### config.mk
export PLATFORM = sky130hd
export DESIGN_NAME = mem_access_unit
export DESIGN_NICKNAME = d
export VERILOG_FILES = /design/src/rtl/mem_access_unit.sv
export SDC_FILE = /design/constraint.sdc
export NUM_CORES = 1
export LEC_CHECK = 0
export ABC_AREA = 1
export CAP_MARGIN = 20
export CORE_UTILIZATION = 34
export CTS_BUF_LIST = sky130_fd_sc_hd__clkbuf_16
export DETAILED_ROUTE_END_ITERATION = 10
export PLACE_DENSITY_LB_ADDON = 0.15
export SLEW_MARGIN = 15
export SYNTH_ARGS = -nofsm -noshare
export SYNTH_HDL_FRONTEND = slang
export SYNTH_SLANG_ARGS = --single-unit
### constraint.sdc
create_clock -name clk -period 2.1 [get_ports clk]
set_input_delay 0.42 -clock clk [delete_from_list [all_inputs] [get_ports clk]]
set_output_delay 0.42 -clock clk [all_outputs]
set_load 0.01 [all_outputs]
### src/rtl/mem_access_unit.sv
// Load/store alignment and sub-word merge in front of a word-addressed memory; loads return 1 cycle later.
// sb/sh read-modify-write over 2 cycles, stall high in the write cycle; misaligned/out-of-range accesses fault.
module mem_access_unit #(
   parameter int ADDR_W = 8
) (
   input  logic        clk,
   input  logic        reset,
   input  logic        req_valid,
   input  logic [5:0]  opcode,
   input  logic [31:0] addr,
   input  logic [31:0] store_data,
   output logic        stall,
   output logic [31:0] load_data,
   output logic        load_valid,
   output logic        mem_fault,
   output logic [31:0] mem_addr,
   output logic [31:0] mem_write_data,
   output logic        sig_mem_read,
   output logic        sig_mem_write,
   input  logic [31:0] mem_read_data
);

   typedef enum logic {IDLE, RMW} state_t;

   localparam logic [5:0] OP_LB  = 6'h20;
   localparam logic [5:0] OP_LH  = 6'h21;
   localparam logic [5:0] OP_LW  = 6'h23;
   localparam logic [5:0] OP_LBU = 6'h24;
   localparam logic [5:0] OP_LHU = 6'h25;
   localparam logic [5:0] OP_SB  = 6'h28;
   localparam logic [5:0] OP_SH  = 6'h29;
   localparam logic [5:0] OP_SW  = 6'h2B;

   state_t              state_q, state_d;
   logic [31:0]         load_data_q, load_data_d;
   logic                load_valid_q, load_valid_d;
   logic                mem_fault_q, mem_fault_d;
   logic [31:0]         merge_q, merge_d;
   logic [ADDR_W-1:0]   idx_q, idx_d;
   logic [1:0]          lane_q, lane_d;
   logic                half_q, half_d;
   logic [15:0]         sbytes_q, sbytes_d;

   logic                is_load, is_store, is_half, is_word, oor, misaligned;
   logic [ADDR_W-1:0]   idx, maddr;
   logic [7:0]          ld_byte;
   logic [15:0]         ld_half;
   logic [31:0]         ld_ext, merged, wdata;
   logic                rd, wr;

   assign idx        = addr[ADDR_W+1:2];
   assign oor        = |addr[31:ADDR_W+2];
   assign is_load    = (opcode == OP_LB) || (opcode == OP_LH) || (opcode == OP_LW) ||
                       (opcode == OP_LBU) || (opcode == OP_LHU);
   assign is_store   = (opcode == OP_SB) || (opcode == OP_SH) || (opcode == OP_SW);
   assign is_half    = (opcode == OP_LH) || (opcode == OP_LHU) || (opcode == OP_SH);
   assign is_word    = (opcode == OP_LW) || (opcode == OP_SW);
   assign misaligned = (is_half && addr[0]) || (is_word && (addr[1:0] != 2'b00));

   // Big-endian lanes: offset 0 is the most significant byte.
   always_comb begin
      ld_byte = mem_read_data[7:0];
      case (addr[1:0])
         2'd0: ld_byte = mem_read_data[31:24];
         2'd1: ld_byte = mem_read_data[23:16];
         2'd2: ld_byte = mem_read_data[15:8];
         default: ld_byte = mem_read_data[7:0];
      endcase
      ld_half = addr[1] ? mem_read_data[15:0] : mem_read_data[31:16];
      ld_ext  = mem_read_data;
      case (opcode)
         OP_LB:   ld_ext = {{24{ld_byte[7]}}, ld_byte};
         OP_LBU:  ld_ext = {24'h0, ld_byte};
         OP_LH:   ld_ext = {{16{ld_half[15]}}, ld_half};
         OP_LHU:  ld_ext = {16'h0, ld_half};
         default: ld_ext = mem_read_data;
      endcase
   end

   always_comb begin
      merged = merge_q;
      if (half_q) begin
         if (lane_q[1]) merged[15:0]  = sbytes_q;
         else           merged[31:16] = sbytes_q;
      end else begin
         case (lane_q)
            2'd0: merged[31:24] = sbytes_q[7:0];
            2'd1: merged[23:16] = sbytes_q[7:0];
            2'd2: merged[15:8]  = sbytes_q[7:0];
            default: merged[7:0] = sbytes_q[7:0];
         endcase
      end
   end

   always_comb begin
      state_d      = state_q;
      load_data_d  = load_data_q;
      load_valid_d = 1'b0;
      mem_fault_d  = 1'b0;
      merge_d      = merge_q;
      idx_d        = idx_q;
      lane_d       = lane_q;
      half_d       = half_q;
      sbytes_d     = sbytes_q;
      rd           = 1'b0;
      wr           = 1'b0;
      maddr        = '0;
      wdata        = '0;
      case (state_q)
         IDLE: begin
            if (req_valid && (is_load || is_store)) begin
               if (oor || misaligned) begin
                  mem_fault_d = 1'b1;
               end else if (is_load) begin
                  rd           = 1'b1;
                  maddr        = idx;
                  load_data_d  = ld_ext;
                  load_valid_d = 1'b1;
               end else if (is_word) begin
                  wr    = 1'b1;
                  maddr = idx;
                  wdata = store_data;
               end else begin
                  rd       = 1'b1;
                  maddr    = idx;
                  merge_d  = mem_read_data;
                  idx_d    = idx;
                  lane_d   = addr[1:0];
                  half_d   = is_half;
                  sbytes_d = store_data[15:0];
                  state_d  = RMW;
               end
            end
         end
         default: begin
            // The held request is ignored; only the captured store is written.
            wr      = 1'b1;
            maddr   = idx_q;
            wdata   = merged;
            state_d = IDLE;
         end
      endcase
      if (reset) begin
         rd    = 1'b0;
         wr    = 1'b0;
         maddr = '0;
         wdata = '0;
      end
   end

   always_ff @(posedge clk) begin
      if (reset) begin
         state_q      <= IDLE;
         load_data_q  <= '0;
         load_valid_q <= 1'b0;
         mem_fault_q  <= 1'b0;
         merge_q      <= '0;
         idx_q        <= '0;
         lane_q       <= '0;
         half_q       <= 1'b0;
         sbytes_q     <= '0;
      end else begin
         state_q      <= state_d;
         load_data_q  <= load_data_d;
         load_valid_q <= load_valid_d;
         mem_fault_q  <= mem_fault_d;
         merge_q      <= merge_d;
         idx_q        <= idx_d;
         lane_q       <= lane_d;
         half_q       <= half_d;
         sbytes_q     <= sbytes_d;
      end
   end

   assign stall          = (state_q == RMW);
   assign load_data      = load_data_q;
   assign load_valid     = load_valid_q;
   assign mem_fault      = mem_fault_q;
   assign mem_addr       = {{(32-ADDR_W){1'b0}}, maddr};
   assign mem_write_data = wdata;
   assign sig_mem_read   = rd;
   assign sig_mem_write  = wr;

endmodule

# Word-level counts from Yosys, hierarchy flattened
# Index checks and enable logic that the tools add are counted.
# W data, S select, Z words.
dict set report classes {
  bitwise 5
  reduce_logical 25
  n_mux 34
  n_eq_ne 12
}
# operator count
set ops {}
lappend ops {{$mux W32} 7}
lappend ops {{$pmux W32 S4} 1}
lappend ops {{$mux W8} 8}
lappend ops {{$eq A6 B6 Y1 const B} 8}
lappend ops {{$mux W16} 3}
lappend ops {{$pmux W8 S3} 1}
lappend ops {{$reduce_or A22 Y1} 1}
lappend ops {{$mux W1} 14}
lappend ops {{$logic_or A1 B1 Y1} 12}
lappend ops {{$reduce_or A3 Y1} 2}
lappend ops {{$not A1 Y1} 5}
lappend ops {{$reduce_and A5 Y1} 1}
lappend ops {{$reduce_or A5 Y1} 1}
lappend ops {{$eq A2 B1 Y1 const B} 2}
lappend ops {{$eq A2 B2 Y1 const B} 2}
lappend ops {{$logic_not A2 Y1} 2}
lappend ops {{$reduce_and A4 Y1} 1}
lappend ops {{$reduce_or A4 Y1} 1}
lappend ops {{$logic_and A1 B1 Y1} 3}
lappend ops {{$reduce_bool A2 Y1} 1}
dict set report word_totals {
  regBits 94
  inputBits 105
  word_cells 85
}

# Depth between registers and ports, before layout
# Gate-level depths: netlist (run 1).
dict set report depth {
  depth_word 10
  ltp_mapped 12
  mapped_depth_nobuf 10
}

# Worst setup path after synthesis (run 1)
# No wires, ideal clock.
dict set report synth_timing {
  kind {input port to output port}
  startpoint {input port addr[1]}
  endpoint {output port mem_write_data[10]}
  required_time_ns 1.680
  path_buffers 2
  slack_ns 0.025
  arrival_ns 1.655
  path_stages 9
  cell_sequence {buf_2 > nor2_4 > inv_2 > nand3_1 > nand2_1 > nor2_4 > nand3_1 > buf_2 > a21oi_1}
}
dict set report synth_between {
  elab_chain_cells 8
}
# element line_no
set synth_lines {}
lappend synth_lines {{start: declaration} 10} ;# input logic [31:0] addr,
lappend synth_lines {{$reduce_bool A2 Y1} 58} ;# assign misaligned = (is_half && addr[0]) || (is_word && (addr[1:0] != 2'b00));
lappend synth_lines {{$logic_and A1 B1 Y1} 58}
lappend synth_lines {{$logic_or A1 B1 Y1} 58}
lappend synth_lines {{$logic_or A1 B1 Y1} 112} ;# if (oor || misaligned) begin
lappend synth_lines {{$mux W32} 112}
lappend synth_lines {{$mux W32} 111} ;# if (req_valid && (is_load || is_store)) begin
lappend synth_lines {{$mux W32} 109} ;# case (state_q)
lappend synth_lines {{$mux W32} 143} ;# if (reset) begin
lappend synth_lines {{end: declaration} 17} ;# output logic [31:0] mem_write_data,
# No other way between the ends.

# Worst setup path after layout (run 1)
dict set report layout_timing {
  startpoint {input port addr[10]}
  endpoint {output port mem_write_data[25]}
}
dict set report layout_between {
  elab_chain_cells 6
}
# element line_no
set layout_lines {}
lappend layout_lines {{$reduce_or A22 Y1} 52} ;# assign oor = |addr[31:ADDR_W+2];
lappend layout_lines {{$logic_or A1 B1 Y1} 112}
lappend layout_lines {{$mux W32} 112}
lappend layout_lines {{$mux W32} 111}
lappend layout_lines {{$mux W32} 109}
lappend layout_lines {{$mux W32} 143}
# No other way between the ends.

==> results of run 1 <==
[final cells by class]
class,instances,area share [%]
clock inverters,7,0.384
well taps,229,3.14
flip-flops and latches,94,20.7
repair buffers,266,25.7
clock buffers,9,2.47
multi-input cells,850,43.1
inverters,109,4.48
[flip-flops by register name, indices dropped and copies added, names as in the netlist]
| register | flops |
|---|---|
| load_data | 32 |
| merge_q | 32 |
| sbytes_q | 16 |
| idx_q | 8 |
| lane_q | 2 |
| half_q | 1 |
| load_valid | 1 |
| mem_fault | 1 |
| stall | 1 |
[routing by layer]
metal | track usage [%] | wire (um) | part of all wire (%)
met1 | 33.6 | 10900 | 49
met2 | 35.1 | 9580 | 43
met4 | 7.43 | 438 | 2.0
met5 | 0 | 0 | 0
met3 | 3.00 | 1330 | 6.0
[worst max-delay path: stages]
cell	delay, ps
buf_6	80
or2_1	220
nor2_2	90
nand3_2	110
nor2_4	150
nand3_4	150
buf_12	170
buf_16	140
a21oi_2	120
buf_2	140
[where the power goes]
group	leakage (uW)	internal (uW)	total, uW	switching, uW
Combinational	0.00362	246	512	266
Sequential	0.000759	1780	1780	0.0842
Clock	0.000133	785	1510	730
Total	0.00452	2810	3810	995
[per-stage QoR]
stage / setup WS, ps / util [%] / total power [uW] / hold WS (ps)
3_3_place_gp: -863 / 48.1 / 2330 / 459
3_5_place_dp: -907 / 48.1 / 2330 / 460
2_1_floorplan: 24.6 / - / 2040 / 448
5_1_grt: -204 / 50.1 / 3950 / 494
6_report: -127 / 50.1 / 3810 / 468
4_1_cts: -175 / 50.3 / 3830 / 471
[repair_timing]
item / 4_1_cts / 5_1_grt
setup buffers: 9 / 3
endpoints found under the setup margin: 114 / 53
resized for setup: 322 / 50
pin swaps: 32 / 26
hold endpoints to repair: 0 / 0
gates cloned: 4 / 0
[worst paths after layout]
path | start | slack [ps] | cells after the start | end
worst min register to register | idx_q[4] | 470 | 2 | idx_q[4]
worst max-delay path | addr[10] | -130 | 10 | mem_write_data[25]
worst max register to register | stall | 720 | 6 | merge_q[3]
worst min-delay path | idx_q[4] | 470 | 2 | idx_q[4]
[cell families after synthesis]
group / share of synthesized area (%)
AO/OA/AOI/OAI: 17.2
buffers and inverters: 14.5
flip-flops: 29.4
other: 0.0586
AND/OR/NAND/NOR: 38.8
[cells in the final DEF, fill, tap and decap left out, types with 5 or more instances in the layout]
cell type and count:
a21oi_1 73, a21oi_2 30, buf_12 12, buf_2 60
buf_4 67, buf_6 10, clkbuf_16 9, clkdlybuf4s50_1 107
conb_1 24, dfxtp_1 91, inv_1 105, inv_2 7
nand2_1 280, nand2_2 5, nand3_1 91, nand3_2 6
nor2_1 196, nor2_2 14, o211ai_1 8, o21ai_0 94
o21ai_1 6
==> summary.md, run 1 <==
| Metric | Value |
|---|---|
| Setup WS post-layout | `-127 ps` |
| Post-route ant nets | `0` |
| Critical Path AT | `around 1800 ps` |
| CTS sink cnt | `94` |
| Number of synthesized flops with an enable pin | `0` |
| Crit path launch type | `primary input` |
| GRT Util Overall | `a little under a quarter` |
| Iter 0 DRT Violations | `683` |
| Dpl cells | `1,535` |
| DP Wirelength | `between 15,000 and 20,000 um` |
| Share of layout cells above drive strength 1 | `~19%` |
| Total congestion overflow | `0` |
| Vias in the first global route | `6,710` |
| Yosys reg bits | `94` |
| YS warnings | `0` |
| Final GP Congestion | `0.913` |
| Die Ht | `139 um` |
| Multi-input gate area | `approximately 3900 sq um` |
| Mapped Cells | `~1,100` |
| Ranking of synthesized cells by area | `dfxtp_1 (29%), nand2_1 (17%), nor2_1 (12%)` |
| Synth cell count leaders | `nand2_1 (287), nor2_1 (211), inv_1 (108)` |
| Peak supply drop | `0.361 mV` |
| Clk_skew | `between 4 and 5 ps` |
| Worst setup path class | `in2out` |
| CP required | `1680 ps` |
| Die area | `roughly 19,000 sq um` |
| Core Box Area | `18,200 sq um` |
| Max_cap viols | `0` |
| Final instance area | `9130 sq um` |
| Post-CTS Hold Fix Bufs | `0` |
| Area grow syn2layout | `42.7%` |
| Fmax | `449 MHz` |
| Clock Latency Late Sink | `approximately 350 ps` |
| Async SR Flop Fraction | `0%` |
| Via count | `7,437` |
| Pwr dens | `417 nW/um^2` |
| Fillers | `1,905` |
| Failing checks | `design-rule violations, negative setup slack` |
| Endpoints failing setup | `30` |
| CTS tree | `yes` |
| Clock buffer count from CTS | `9` |
| Crit. End Element | `output port` |
| Worst min path class | `reg2reg` |
| Final worst path period share | `106%` |
| Post-Syn Area per Cell | `5.69 sq um` |
| Global-route wire length before repair | `35,600 um` |
| Share of the yosys chip area belonging to registers | `29.4%` |
| Final setup TNS | `-2470 ps` |
| FF/Latch Area | `1890 sq um` |
| RSZ-0062 raised after global routing | `true` |
| Largest net degree at the start of global routing | `70` |
| Fin crit period | `2230 ps` |
| Top Ports | `206` |
| Row cnt | `49` |
| Starting Density | `between 30% and 40%` |
| Clk root buf | `clkbuf_16` |
| Die width | `139 um` |
| Netlist Area Pre-Place | `~6400 sq um` |
| Post-synth cell types | `24` |
| Most common cell in the synthesized netlist | `nand2_1` |
| Outcome | `finished, violations left` |
| Static Leak | `0.00452 uW` |
| Nets | `1,435` |
| IO Port Bufs | `~180` |
| 1st-pass router iterations | `11` |
| CP Max Fanout | `8` |
| Share of the synthesized area in the top cell type | `29.4%` |
| Final WL | `22,300 um` |
| Clock Tree Buf Depth | `2` |
| Slew headroom | `48.4%` |
| Final Hold Viols | `0` |
| Slew Limit Fails | `0` |
| Initial antenna violation count | `0` |
| N_diodes | `0` |
| DR WL/cell | `14.2 um` |
| Cell taking the most area after synthesis | `dfxtp_1` |
| H-tree Lvls | `3` |
| Ys flop type | `dfxtp_1` |
| Placed instance area | `8750 sq um` |
| Clk slew on worst S/H paths | `60 ps` |
| Post-DR vias/cell | `4.76` |
| Worst Tran Pin Value | `774 ps` |
| Final Non-Filler Cells | `1,564` |
| DR DRC count | `16` |
(Power assumes the default switching activity.)
==> run 2: changes to the inputs <==
--- a/config.mk
+++ b/config.mk
@@ -12,2 +12,4 @@
 export DETAILED_ROUTE_END_ITERATION = 10
+export DONT_BUFFER_PORTS = 1
+export MAX_ROUTING_LAYER = met4
 export PLACE_DENSITY_LB_ADDON = 0.15
==> constraint.sdc (replaced) <==
create_clock -name clk -period 2.1 [get_ports clk]
set_input_delay 0.315 -clock clk [delete_from_list [all_inputs] [get_ports clk]]
set_output_delay 0.315 -clock clk [all_outputs]
set_load 0.01 [all_outputs]
==> summary.md, run 2 (synthesized netlist as in run 1, its figures left out) <==
| Metric | Value |
|---|---|
| Outcome | `finished, violations left` |
| Failing checks | `design-rule violations` |
| Row cnt | `49 (unchanged)` |
| Clk slew on worst S/H paths | `70 ps (about the same)` |
| Final Hold Viols | `0 (unchanged)` |
| Clk_skew | `8.13 ps (+3.38 ps)` |
| Worst Tran Pin Value | `925 ps (+152 ps)` |
| Endpoints failing setup | `0 (-100%)` |
| Comb pwr share | `5.8% (-7.6 points)` |
| Top Ports | `206 (unchanged)` |
| Worst min path class | `in2reg` |
| Die area | `19,400 sq um (unchanged)` |
| CP required | `1780 ps (+100 ps)` |
| IO Port Bufs | `0 (-100%)` |
| Final Non-Filler Cells | `1,358 (-13%)` |
| Final GP Congestion | `0.848 (-7.1%)` |
| Post-route ant nets | `0 (unchanged)` |
| Clock buffer count from CTS | `9 (unchanged)` |
| Starting Density | `35.1% (unchanged)` |
| Die Ht | `139 um (unchanged)` |
| Clk root buf | `clkbuf_16` |
| Crit path launch type | `flip-flop` |
| Share of layout cells above drive strength 1 | `8.68% (-9.9 points)` |
| Slew headroom | `38.3% (-10 points)` |
| Global-route wire length before repair | `32,600 um (-8.4%)` |
| DR WL/cell | `15.3 um (+7.4%)` |
| Most common cell after layout, fill and taps aside | `nand2_1` |
| Fin crit period | `2080 ps (-150 ps)` |
| Top Layer Used | `met4` |
| Placed instance area | `6760 sq um (-23%)` |
| GRT Util Overall | `22.0% (-1.2 points)` |
| N_diodes | `0 (unchanged)` |
| CTS tree | `yes` |
| Nets | `1,229 (-14%)` |
| Final WL | `20,800 um (-6.7%)` |
| Peak supply drop | `0.352 mV (-2.4%)` |
| Most frequent cells in the layout | `nand2_1 (284), nor2_1 (210), inv_1 (105), a21oi_1 (101), o21ai_0 (97)` |
| Max_cap viols | `0 (unchanged)` |
| Clock Latency Late Sink | `360 ps (about the same)` |
| Post-DR vias/cell | `4.93 (+3.6%)` |
| Met1 WL | `10,200 um (-6.3%)` |
| Slew Limit Fails | `0 (unchanged)` |
| Initial antenna violation count | `0 (unchanged)` |
| Final worst path period share | `98.9% (-7.1 points)` |
| Clock Tree Buf Depth | `2 (unchanged)` |
| RSZ-0062 raised after global routing | `true` |
| H-tree Lvls | `3 (unchanged)` |
| Static Leak | `0.00360 uW (-20%)` |
| CP Max Fanout | `8 (unchanged)` |
| Dpl cells | `1,339 (-13%)` |
| Worst setup path class | `reg2out` |
| DP Wirelength | `14,700 um (-6.7%)` |
| Clock Power Share | `45.7% (+5.9 points)` |
| Fmax | `482 MHz (+7.2%)` |
| Vias in the first global route | `5,722 (-15%)` |
| Die width | `139 um (unchanged)` |
| Core Box Area | `18,200 sq um (unchanged)` |
| Total congestion overflow | `0 (unchanged)` |
| Sequential share of power | `48.5% (+1.7 points)` |
| Final setup TNS | `0 ps (+2470 ps)` |
| Largest net degree at the start of global routing | `84 (+20%)` |
| Iter 0 DRT Violations | `554 (-19%)` |
| P_sw | `903 uW (-9.3%)` |
| 1st-pass router iterations | `8 (-3)` |
| CTS sink cnt | `94 (unchanged)` |
| Critical Path AT | `1760 ps (-50 ps)` |
| Final instance area | `7140 sq um (-22%)` |
| Switching Share | `24.6% (-1.5 points)` |
| DR DRC count | `16 (unchanged)` |
| Pwr dens | `513 nW/um^2 (+23%)` |
| Tightest hold margin | `31.4 ps (-437 ps)` |
| Met3 routed WL | `1680 um (+26%)` |
| Met2 wire length | `8650 um (-9.7%)` |
| Core Util, Final | `39.2% (-11 points)` |
| Area grow syn2layout | `11.6%` |
| Via count | `6,689 (-10%)` |
| Crit. End Element | `output port` |
| Internal | `2760 uW (-1.7%)` |
==> run 2: power by group through the flow <==
stage	sequential (uW)	clock, uW	combinational [uW]
final	1780	1680	211
after global routing	1780	1790	241
after CTS	1780	1720	213
after detailed placement	1820	0	212
after global placement	1820	0	211
after floorplan	1820	0	214
==> run 2: per-layer routing <==
layer  global-route usage, %  vias up
met5                       -        -
met4                    5.44        0
met3                    3.94       15
met2                    30.7      247
met1                    32.0     2928
li1                        -     3499
==> run 2: area by class of cell <==
type	instances	area, sq um
Clock buffer	9	225
Clock inverter	7	66.3
Fill cell	2028	11100
Inverter	109	409
Multi-Input combinational cell	851	3730
Sequential cell	94	1890
Tap cell	229	287
Timing Repair Buffer	58	522
Timing Repair inverter	1	7.51
==> run 2: through the flow <==
step	setup WS, ps	power [uW]
6_report	23.5	3670
5_1_grt	-79.1	3810
4_1_cts	11.2	3710
3_5_place_dp	239	2040
3_3_place_gp	236	2030
2_1_floorplan	235	2040
==> run 2: what timing repair did <==
item | CTS | global route
setup buffers | 0 | 1
gates cloned | 0 | 2
pin swaps | 0 | 6
hold buffers | 0 | 0
endpoints found under the setup margin | 24 | 26
gates resized for setup | 6 | 24
==> run 2: path summary, 6_finish.rpt <==
check	from	to	slack (ps)	cells past startpoint
min reg2reg	idx_q[4]	idx_q[4]	470	2
min	reset	stall	30	1
max reg2reg	stall	sbytes_q[5]	510	6
max	lane_q[1]	mem_write_data[26]	20	8
==> run 2: critical path: stages, from the launching register on <==
cell and delay [ps]:
dfxtp_4 390, nor2_4 170, inv_2 110, a21oi_1 120
o21ai_0 90, nand3_1 130, o21ai_0 120, a21oi_1 140
buf_4 140
